--- config.mk ---
export PLATFORM = sky130hd
export DESIGN_NAME = instruction_fetch_unit
export DESIGN_NICKNAME = d
export VERILOG_FILES = /design/src/rtl/instruction_fetch_unit.sv
export SDC_FILE = /design/constraint.sdc
export NUM_CORES = 1
export LEC_CHECK = 0
export BUFFER_PORTS_ARGS = -buffer_cell sky130_fd_sc_hd__buf_2
export CAP_MARGIN = 15
export CORE_MARGIN = 3
export CORE_UTILIZATION = 53
export DETAILED_ROUTE_END_ITERATION = 10
export GPL_ROUTABILITY_DRIVEN = 0
export PLACE_DENSITY = 0.88
export REMOVE_ABC_BUFFERS = 1
export SLEW_MARGIN = 20
export SYNTH_ARGS = -nofsm -noshare
export SYNTH_HDL_FRONTEND = slang
export SYNTH_SLANG_ARGS = --single-unit
--- constraint.sdc ---
create_clock -name clock -period 2.55 [get_ports clock]
set_clock_uncertainty 0.05 [all_clocks]
set_input_delay 0 -clock clock [delete_from_list [all_inputs] [get_ports clock]]
set_output_delay 0 -clock clock [all_outputs]
set_load 0.02 [all_outputs]
--- src/rtl/instruction_fetch_unit.sv ---
// instruction_fetch_unit: per-core fetch sequencer; resolves JUMNZ/END locally and
// hands every other opcode to the execution unit over a valid/ready handshake.
module instruction_fetch_unit #(
    parameter logic [7:0] OP_END   = 8'd38,
    parameter logic [7:0] OP_JUMNZ = 8'd40,
    parameter logic [7:0] START_PC = 8'd0
) (
    input  logic        clock,
    input  logic        reset_n,
    input  logic        start,
    input  logic        z_flag,
    input  logic [7:0]  instruction,
    input  logic        exec_ready,
    output logic [7:0]  addr,
    output logic [7:0]  opcode,
    output logic        opcode_valid,
    output logic        busy,
    output logic        halted,
    output logic [15:0] issued_count
);
    typedef enum logic [2:0] {IDLE, FETCH, DECODE, DISPATCH, OPER_FETCH, OPER_DECODE, HALT} state_t;
    state_t      state, state_nx;
    logic [7:0]  pc_nx, opcode_nx;
    logic        valid_nx;
    logic [15:0] count_nx;
    // The pc register is the fetch address itself, so addr always shows the pc.
    always_comb begin
        state_nx  = state;
        pc_nx     = addr;
        opcode_nx = opcode;
        valid_nx  = opcode_valid;
        count_nx  = issued_count;
        case (state)
            IDLE, HALT: if (start) begin
                state_nx = FETCH;
                pc_nx    = START_PC;
                count_nx = '0;
            end
            FETCH: state_nx = DECODE;
            DECODE: if (instruction == OP_JUMNZ) begin
                pc_nx    = addr + 8'd1;
                state_nx = OPER_FETCH;
            end else if (instruction == OP_END) begin
                pc_nx    = z_flag ? addr : addr + 8'd1;
                state_nx = z_flag ? HALT : FETCH;
            end else begin
                opcode_nx = instruction;
                valid_nx  = 1'b1;
                pc_nx     = addr + 8'd1;
                state_nx  = DISPATCH;
            end
            DISPATCH: if (exec_ready) begin
                valid_nx = 1'b0;
                count_nx = issued_count + 16'd1;
                state_nx = FETCH;
            end
            OPER_FETCH: state_nx = OPER_DECODE;
            OPER_DECODE: begin
                pc_nx    = z_flag ? addr + 8'd1 : instruction;
                state_nx = FETCH;
            end
            default: state_nx = IDLE;
        endcase
    end
    always_ff @(posedge clock) begin
        if (!reset_n) begin
            state        <= IDLE;
            addr         <= '0;
            opcode       <= '0;
            opcode_valid <= 1'b0;
            issued_count <= '0;
        end else begin
            state        <= state_nx;
            addr         <= pc_nx;
            opcode       <= opcode_nx;
            opcode_valid <= valid_nx;
            issued_count <= count_nx;
        end
    end
    assign busy   = !(state == IDLE || state == HALT);
    assign halted = state == HALT;
endmodule
==> results of run 1 <==
## per-stage QoR
step	power, mW	utilization [%]
floorplan	0.779	-
global placement	0.862	64.5
detailed placement	0.866	64.5
CTS	1.30	69.8
global route	1.35	69.8
finish	1.29	69.8
## synth_stat cells, types with 4 or more instances
master	n
clkbuf_1	10
nor3_1	6
nor2_1	9
nor3b_1	5
o21ai_0	13
o211ai_1	4
or4_1	7
a21oi_1	20
nand2_1	18
nand3_1	11
o31ai_1	11
dfxtp_1	36
and2_1	6
a32o_1	5
xor2_1	4
## repair_timing
item / CTS / global route
endpoints found under the hold margin: 11 / 0
hold buffers: 9 / 0
setup buffers: 0 / 0
## cells by family (layout without fill, tap and decap cells)
family / after synthesis / in the layout
other: 0 / 1
and+or+nand+nor: 88 / 88
buffers and inverters: 20 / 74
DFF: 36 / 36
AOI/OAI and AO/OA: 80 / 80
adders and majority gates: 2 / 2
muxes: 1 / 1
xor gates and xnor gates: 5 / 5
## how the worst max path moves through the flow
stage / start / slack [ns] / cells past startpoint / to
after floorplan: state[1] / 0.43 / 4 / addr[5]
final: state[1] / 0.30 / 4 / addr[2]
after detailed placement: state[1] / 0.35 / 4 / addr[2]
after CTS: state[1] / 0.34 / 4 / addr[2]
after global placement: state[0] / 0.41 / 4 / addr[5]
after global routing: state[1] / 0.20 / 4 / addr[5]
## layer usage
| metal | vias to the layer above | track usage [%] | share of wire, % |
|---|---|---|---|
| li1 | 1003 | - | - |
| met1 | 928 | 32.0 | 46 |
| met2 | 85 | 32.4 | 46 |
| met3 | 9 | 4.16 | 7.1 |
| met4 | 0 | 9.11 | 1.2 |
| met5 | - | 0 | 0 |
## cell usage in the layout, fill, tap and decap left out, types with 2 or more instances in the layout
cell type / synthesis / final
buf_2: 3 / 47
a21oi_1: 20 / 20
o211a_1: 2 / 2
nand3_1: 11 / 11
or4_1: 7 / 7
nor3_1: 6 / 6
a32o_1: 5 / 5
nor4_1: 2 / 2
nand4_1: 3 / 3
nand3b_1: 2 / 2
o31ai_1: 11 / 11
ha_1: 2 / 2
and2_1: 6 / 6
clkbuf_8: 0 / 6
o41ai_1: 2 / 2
dfxtp_1: 36 / 36
o21ai_0: 13 / 13
o21a_1: 2 / 2
nor4bb_1: 2 / 2
xor2_1: 4 / 4
nor2_1: 9 / 9
nor3b_1: 5 / 5
a22oi_1: 3 / 3
dlygate4sd3_1: 0 / 9
and4_1: 2 / 2
and4b_1: 3 / 3
o311ai_0: 3 / 3
buf_4: 0 / 6
o211ai_1: 4 / 4
a21o_1: 2 / 2
or3_1: 3 / 3
and3b_1: 2 / 2
inv_1: 3 / 3
nand2_1: 18 / 18
o22ai_1: 3 / 3
a31oi_1: 2 / 2
## final cells by class
class,count,area (um2),share of cell area (%)
diodes,1,2.50,0.103
repair buffers,62,370,15.3
well taps,46,57.6,2.38
multi-input cells,176,1160,48.0
flip-flops and latches,36,721,29.8
inverters,4,15.0,0.620
clock inverters,1,7.51,0.310
clock buffers,7,86.3,3.56
## flip-flops by register name (all words and copies together) (netlist names)
register      flops
addr              8
issued_count     16
opcode_valid      1
opcode            8
state             3
## tightest hold or removal path, cell delays in order
cell,delay (ns)
buf_2,0.12
nand2_1,0.06
a2bb2oi_1,0.15
nor3_1,0.06
## where the power goes
group,switching [mW],internal (mW)
Sequential,0.0319,0.587
Clock,0.205,0.219
Combinational,0.150,0.100
==> out/metrics.csv, run 1 <==
metric,value,unit
status,"finished, final reports clean",
Worst VDD drop,0.462,mV
worst reg-to-reg path cell count,4,
Setup WS pre-CTS,0.352,ns
Fin. Hold Viols,0,
FF-to-FF Start,state[1],
Yosys reg bits,36,
die area,4510,um2
Clock Latency Late Sink,0.29,ns
crit path DAT,2.44,ns
io pins,48,
initial core utilization,57.2,%
Slew headroom,55.6,%
Core Footprint,3470,um2
crit share post-route,88.4,%
CTS root buffer,clkbuf_8,
ratio of cells with drive above 1 in the final layout,22.7,%
critical path class,register to register,
antenna violations before repair,0,
mux cell area share after synthesis,0.504,%
global route total overflow,0,
cell-by-cell listing of the critical path,or3b_2 -> a31oi_2 -> or2_1 -> a32o_1,
FF-to-FF End,addr[2],
Crit. End Element,register,
CP bufs+invs,0,
hold depth,4,
die height,67.2,um
number of enable flip-flop cells after synthesis,0,
slowest CP cell,or3b_2,
dpl cell area,2240,um2
largest family of logic cells by synthesized area,compound AO/OA/AOI/OAI gates,
P_leak,0.971,nW
"Top FF cell, synth",dfxtp_1,
Setup WS post-layout,0.296,ns
Synth Area in Simple Gates,26.9,%
Reg2Reg Setup Slack,0.30,ns
Fmax,444,MHz
DR pass1 iterations,4,
Post-synth ARST share,0,%
Post-DP HPWL,3320,um
Routed WL,4820,um
Synth Area in Compound Gates,27.7,%
cell area after layout,2420,um2
Die W,67.2,um
largest net degree at the start of global routing,18,
post-route ant nets,0,
total track usage,22.2,%
CP max FO,12,
via count,2025,
WHS,0.0954,ns
DR iter-0 viols,155,
fillers,281,
sequential share of the synthesized area,36.3,%
Worst Hold Launch,start,
Worst-path clk slew,0.07,ns
CTS tree,yes,
cts bufs inserted,5,
WL/cell,14.5,um
Worst-Margin Slew,0.660,ns
Worst EP required,2.74,ns
Nets,300,
final slew viol count,0,
Syn Inst Count,232,
Clock Path Buffers,2,
Cell Rows,21,
via-per-instance ratio,6.08,
number of clock sinks,36,
Yosys warnings,0,
"Avg Cell Area, Syn",8.55,um2
largest area contributor in the netlist,dfxtp_1,
final setup vio count,0,
cts repair resizes,0,
Final min period,2.25,ns
RSZ-0062 raised after global routing,no,
CP Launch Type,register,
post-synthesis adder-cell area fraction,1.26,%
PD cells,534,nW/um2
worst hold path class,input port to register,
mapped cell area,1980,um2
xor-xnor portion of the synthesized cell area,2.21,%
setup TNS,0,ns
vias in the first global route,1640,
htree depth,2,
Port Buffer Count,47,
first-pass GRT wire length,7730,um
Cells after DPL,315,
area added between synthesis and finish,22.1,%
area fraction of the dominant cell type after synthesis,36.3,%
Netlist cell types,53,
"CP delay by family, top",simple AND/OR/NAND/NOR gates,
Final Non-Filler Cells,333,
Hold EP,state[2],
max incr delay on CP,0.60,ns
maxcap violations,0,
ranking of synthesized cells by area,"dfxtp_1 36%, a21oi_1 5.0%, o31ai_1 4.2%",
drt drc,0,
Power figures use the tool's default switching activity.
==> run 2: changes to the inputs <==
- CORE_UTILIZATION: 53 -> 55
- CTS_BUF_LIST: default -> sky130_fd_sc_hd__clkbuf_2 sky130_fd_sc_hd__clkbuf_4 sky130_fd_sc_hd__clkbuf_8
- PLACE_DENSITY: 0.88 -> 0.91
==> run 2 against run 1 <==
Effect of this change:
- critical path depth unchanged
- worst setup slack gained 0.018 ns
- first-iteration DRC count up 52%
- highest routed layer unchanged
- largest cell class unchanged
- critical path type unchanged
- register-to-register slack better by 0.02 ns
- cell count fell by 0.30%
==> out/metrics.csv, run 2 (same netlist as run 1, synthesis figures left out) <==
metric,value,unit
die height,66.1,um
cts bufs inserted,5,
largest net degree at the start of global routing,18,
Reg with most FFs,issued_count,
Slew headroom,56.2,%
Antenna diodes,0,
# Post-CTS Setup Buffers,0,
DR pass1 iterations,4,
sw frac,30.6,%
global route total overflow,0,
Routed WL,5100,um
Comb pwr share,19.7,%
area added between synthesis and finish,21.2,%
CP Launch Type,register,
CTS tree,yes,
antenna violations before repair,0,
RSZ-0062 raised after global routing,no,
Final Non-Filler Cells,332,
sequential share of power,48.2,%
setup TNS,0,ns
Post-DP HPWL,3460,um
Internal Dissipation,0.892,mW
met3 WL post-DR,361,um
crit path DAT,2.45,ns
Clock Latency Late Sink,0.36,ns
largest registers,"issued_count x16, addr x8, opcode x8",
Reg area,721,um2
CTS root buffer,clkbuf_4,
Worst VDD drop,0.465,mV
multi-input logic area,1160,um2
drt drc,0,
via-per-instance ratio,6.20,
Clock Path Buffers,2,
die area,4360,um2
Die W,66.1,um
Worst-path clk slew,0.11,ns
CP max FO,16,
initial core utilization,58.1,%
Core Footprint,3420,um2
max reg flops,16,
Nets,300,
Cell Rows,21,
Cells after DPL,315,
htree depth,2,
Final min period,2.24,ns
clock share of power,32.0,%
Fmax,447,MHz
number of clock sinks,36,
Crit. End Element,register,
max incr delay on CP,0.64,ns
DR iter-0 viols,236,
hold depth,4,
fin util,70.4,%
most frequent cells in the layout,"47 x buf_2, 36 x dfxtp_1, 20 x a21oi_1",
crit share post-route,87.7,%
total track usage,25.1,%
top sig layer,met4,
fillers,266,
critical path class,register to register,
ratio of cells with drive above 1 in the final layout,23.1,%
final setup vio count,0,
first-pass GRT wire length,8560,um
status,"finished, final reports clean",
metal2 WL,2370,um
vias in the first global route,1842,
P_leak,0.968,nW
"commonest non-fill, non-tap cell in the layout",buf_2,
Fin. Hold Viols,0,
Net Sw Power,0.394,mW
io pins,48,
wire length on met1,2260,um
WL/cell,15.4,um
worst reg-to-reg path cell count,4,
final slew viol count,0,
via count,2059,
Worst EP required,2.76,ns
PD cells,534,nW/um2
cell-by-cell listing of the critical path,and4b_1 -> or3_4 -> or2_1 -> a32o_1,
maxcap violations,0,
worst hold path class,input port to register,
slowest CP cell,dfxtp_1,
Port Buffer Count,47,
post-route ant nets,0,
Worst-Margin Slew,0.652,ns
run 2: cell types whose count changed in the layout (fill, tap and decap cells not counted), sizes merged:
cell / delta
clkbuf: -2
bufinv: +1
clkinv: +1
diode: -1
run 2: power groups by stage:
stage          Combinational [mW]  Sequential (mW)  Clock (mW)
2_1_floorplan               0.128            0.651           0
3_3_place_gp                0.231            0.630           0
3_5_place_dp                0.236            0.632           0
4_1_cts                     0.250            0.620       0.418
5_1_grt                     0.278            0.625       0.439
6_report                    0.254            0.620       0.412
run 2: layout make-up:
class,instances,share of cell area [%]
Clock buffer,5,1.56
Timing Repair Buffer,62,15.4
Clock inverter,3,1.77
Inverter,4,0.624
Sequential cell,36,30.0
Multi-Input combinational cell,176,48.3
Tap cell,46,2.39
run 2: metal layers:
layer	GRT usage (%)	vias to the layer above
li1	-	1003
met1	33.6	966
met2	38.8	78
met3	6.46	12
met4	9.14	0
met5	0	-
run 2: final timing paths:
kind / startpoint / end / slack [ns]
setup reg to reg: state[0] / addr[2] / 0.31
hold / removal: start / state[2] / 0.01
setup / recovery: state[0] / addr[2] / 0.31
hold reg to reg: opcode[6] / opcode[6] / 0.44
run 2: critical path: cells and delay by family (launching register included):
| family | cells | cell delay, ns |
|---|---|---|
| and+or+nand+nor | 3 | 1.16 |
| DFF | 1 | 0.64 |
| AOI/OAI and AO/OA | 1 | 0.29 |
run 2: through the flow:
stage / worst slack, ns / power, mW / hold slack (ns) / cell area (um2)
floorplan: 0.433 / 0.779 / 0.0790 / 1900
global placement: 0.406 / 0.861 / 0.222 / 2240
detailed placement: 0.350 / 0.868 / 0.231 / 2240
CTS: 0.321 / 1.29 / 0.0122 / 2410
global route: 0.150 / 1.34 / 0.0808 / 2410
finish: 0.315 / 1.29 / 0.0121 / 2410
run 2: repair_timing:
action / 4_1_cts / 5_1_grt
endpoints found under the hold margin: 15 / 0
resized for setup: 0 / 0
hold buffers: 9 / 0
==> run 3: changes to the inputs <==
- BUFFER_PORTS_ARGS: -buffer_cell sky130_fd_sc_hd__buf_2 -> -buffer_cell sky130_fd_sc_hd__buf_4
- CORE_ASPECT_RATIO: default -> 1.75
==> run 3 against run 2 <==
Effect of this change:
- critical path depth is the same
- cell count shrank 0.30%
- core utilization grew 3.9 points
- sequential power is essentially flat
- global-route usage grew 0.096 points
- wire length grew 6.3%
- worst setup slack lost 0.0087 ns
- non-clock buffer count is the same
- largest cell class unchanged
==> out/metrics.csv, run 3 (same netlist as run 1, synthesis figures left out) <==
metric,value,unit
dpl cell area,2350,um2
final slew viol count,0,
global route total overflow,0,
Slew headroom,55.6,%
RSZ-0062 raised after global routing,no,
cts bufs inserted,5,
Crit. End Element,register,
Final min period,2.24,ns
cell-by-cell listing of the critical path,or3b_2 -> a31oi_2 -> or2_1 -> a32o_1,
final setup vio count,0,
Worst EP required,2.74,ns
initial core utilization,57.8,%
PD cells,551,nW/um2
die height,85.5,um
Fin. Hold Viols,0,
fin util,74.4,%
max incr delay on CP,0.58,ns
Nets,300,
status,"finished, final reports clean",
Die W,51.4,um
sw frac,28.5,%
ratio of cells with drive above 1 in the final layout,23.1,%
Antenna diodes,0,
Port Buffer Count,47,
largest registers,"issued_count x16, addr x8, opcode x8",
area added between synthesis and finish,28.7,%
CTS tree,yes,
largest net degree at the start of global routing,18,
post-route ant nets,0,
Net Sw Power,0.401,mW
Internal Dissipation,1.01,mW
number of clock sinks,36,
io pins,48,
Core Footprint,3430,um2
htree depth,2,
first-pass GRT wire length,8520,um
"commonest non-fill, non-tap cell in the layout",buf_4,
sequential share of power,44.2,%
Clock Latency Late Sink,0.29,ns
vias in the first global route,1907,
crit path DAT,2.43,ns
crit share post-route,88.0,%
P_leak,0.994,nW
Cell Rows,28,
Clock Path Buffers,2,
slowest CP cell,or3b_2,
via count,2105,
WL/cell,16.4,um
Worst-Margin Slew,0.661,ns
CTS root buffer,clkbuf_8,
critical path class,register to register,
Comb pwr share,19.4,%
antenna violations before repair,0,
max reg flops,16,
Worst VDD drop,0.416,mV
Routed WL,5430,um
most frequent cells in the layout,"53 x buf_4, 36 x dfxtp_1, 20 x a21oi_1",
Fmax,446,MHz
via-per-instance ratio,6.36,
CP max FO,12,
total track usage,25.2,%
DR iter-0 viols,60,
maxcap violations,0,
worst hold path class,input port to register,
total power draw,1.41,mW
DR pass1 iterations,4,
Post-DP HPWL,3820,um
Reg with most FFs,issued_count,
cell area after layout,2550,um2
drt drc,0,
# Post-CTS Setup Buffers,0,
CP Launch Type,register,
die area,4390,um2
setup TNS,0,ns
clock share of power,36.4,%
Worst-path clk slew,0.08,ns
==> run 3: routing by layer <==
layer,vias up,GRT usage [%],part of all wire (%)
li1,998,-,-
met2,87,46.4,54
met5,-,0,0
met1,995,24.6,36
met4,0,15.5,4.1
met3,25,4.57,5.6
==> run 3: worst paths after layout <==
kind | endpoint | startpoint | cells past startpoint | slack, ns
worst min-delay path | state[2] | start | 4 | 0.08
worst max register to register | addr[6] | state[1] | 4 | 0.31
worst min register to register | opcode[7] | opcode[7] | 2 | 0.44
worst max-delay path | addr[6] | state[1] | 4 | 0.31
==> run 3: final cells by class <==
type | instances | area (um2)
clock inverters | 2 | 35.0
repair buffers | 62 | 488
multi-input cells | 176 | 1160
flip-flops and latches | 36 | 721
inverters | 4 | 15.0
well taps | 45 | 56.3
fillers | 281 | 880
clock buffers | 6 | 76.3
==> run 3: power groups by stage <==
stage / clock network (mW) / registers (mW) / logic [mW]
6_report: 0.513 / 0.621 / 0.273
5_1_grt: 0.539 / 0.624 / 0.293
4_1_cts: 0.519 / 0.620 / 0.268
3_5_place_dp: 0 / 0.633 / 0.256
3_3_place_gp: 0 / 0.632 / 0.252
2_1_floorplan: 0 / 0.651 / 0.128
==> run 3: what timing repair did <==
| item | 4_1_cts | 5_1_grt |
|---|---|---|
| endpoints found under the hold margin | 14 | 0 |
| gates resized for setup | 0 | 0 |
| hold buffers | 9 | 0 |
==> run 3: worst max-delay path: cells and delay by family, from the launching register on <==
family / cells / cell delay, ns
DFF: 1 / 0.55
and+or+nand+nor: 2 / 0.94
AOI/OAI and AO/OA: 2 / 0.64
==> run 3: stage by stage <==
stage / setup WS [ns] / cells / hold slack, ns
global route: 0.169 / 331 / 0.113
detailed placement: 0.352 / 314 / 0.229
floorplan: 0.433 / 216 / 0.0790
global placement: 0.397 / 314 / 0.229
finish: 0.306 / 331 / 0.0830
CTS: 0.342 / 331 / 0.0827
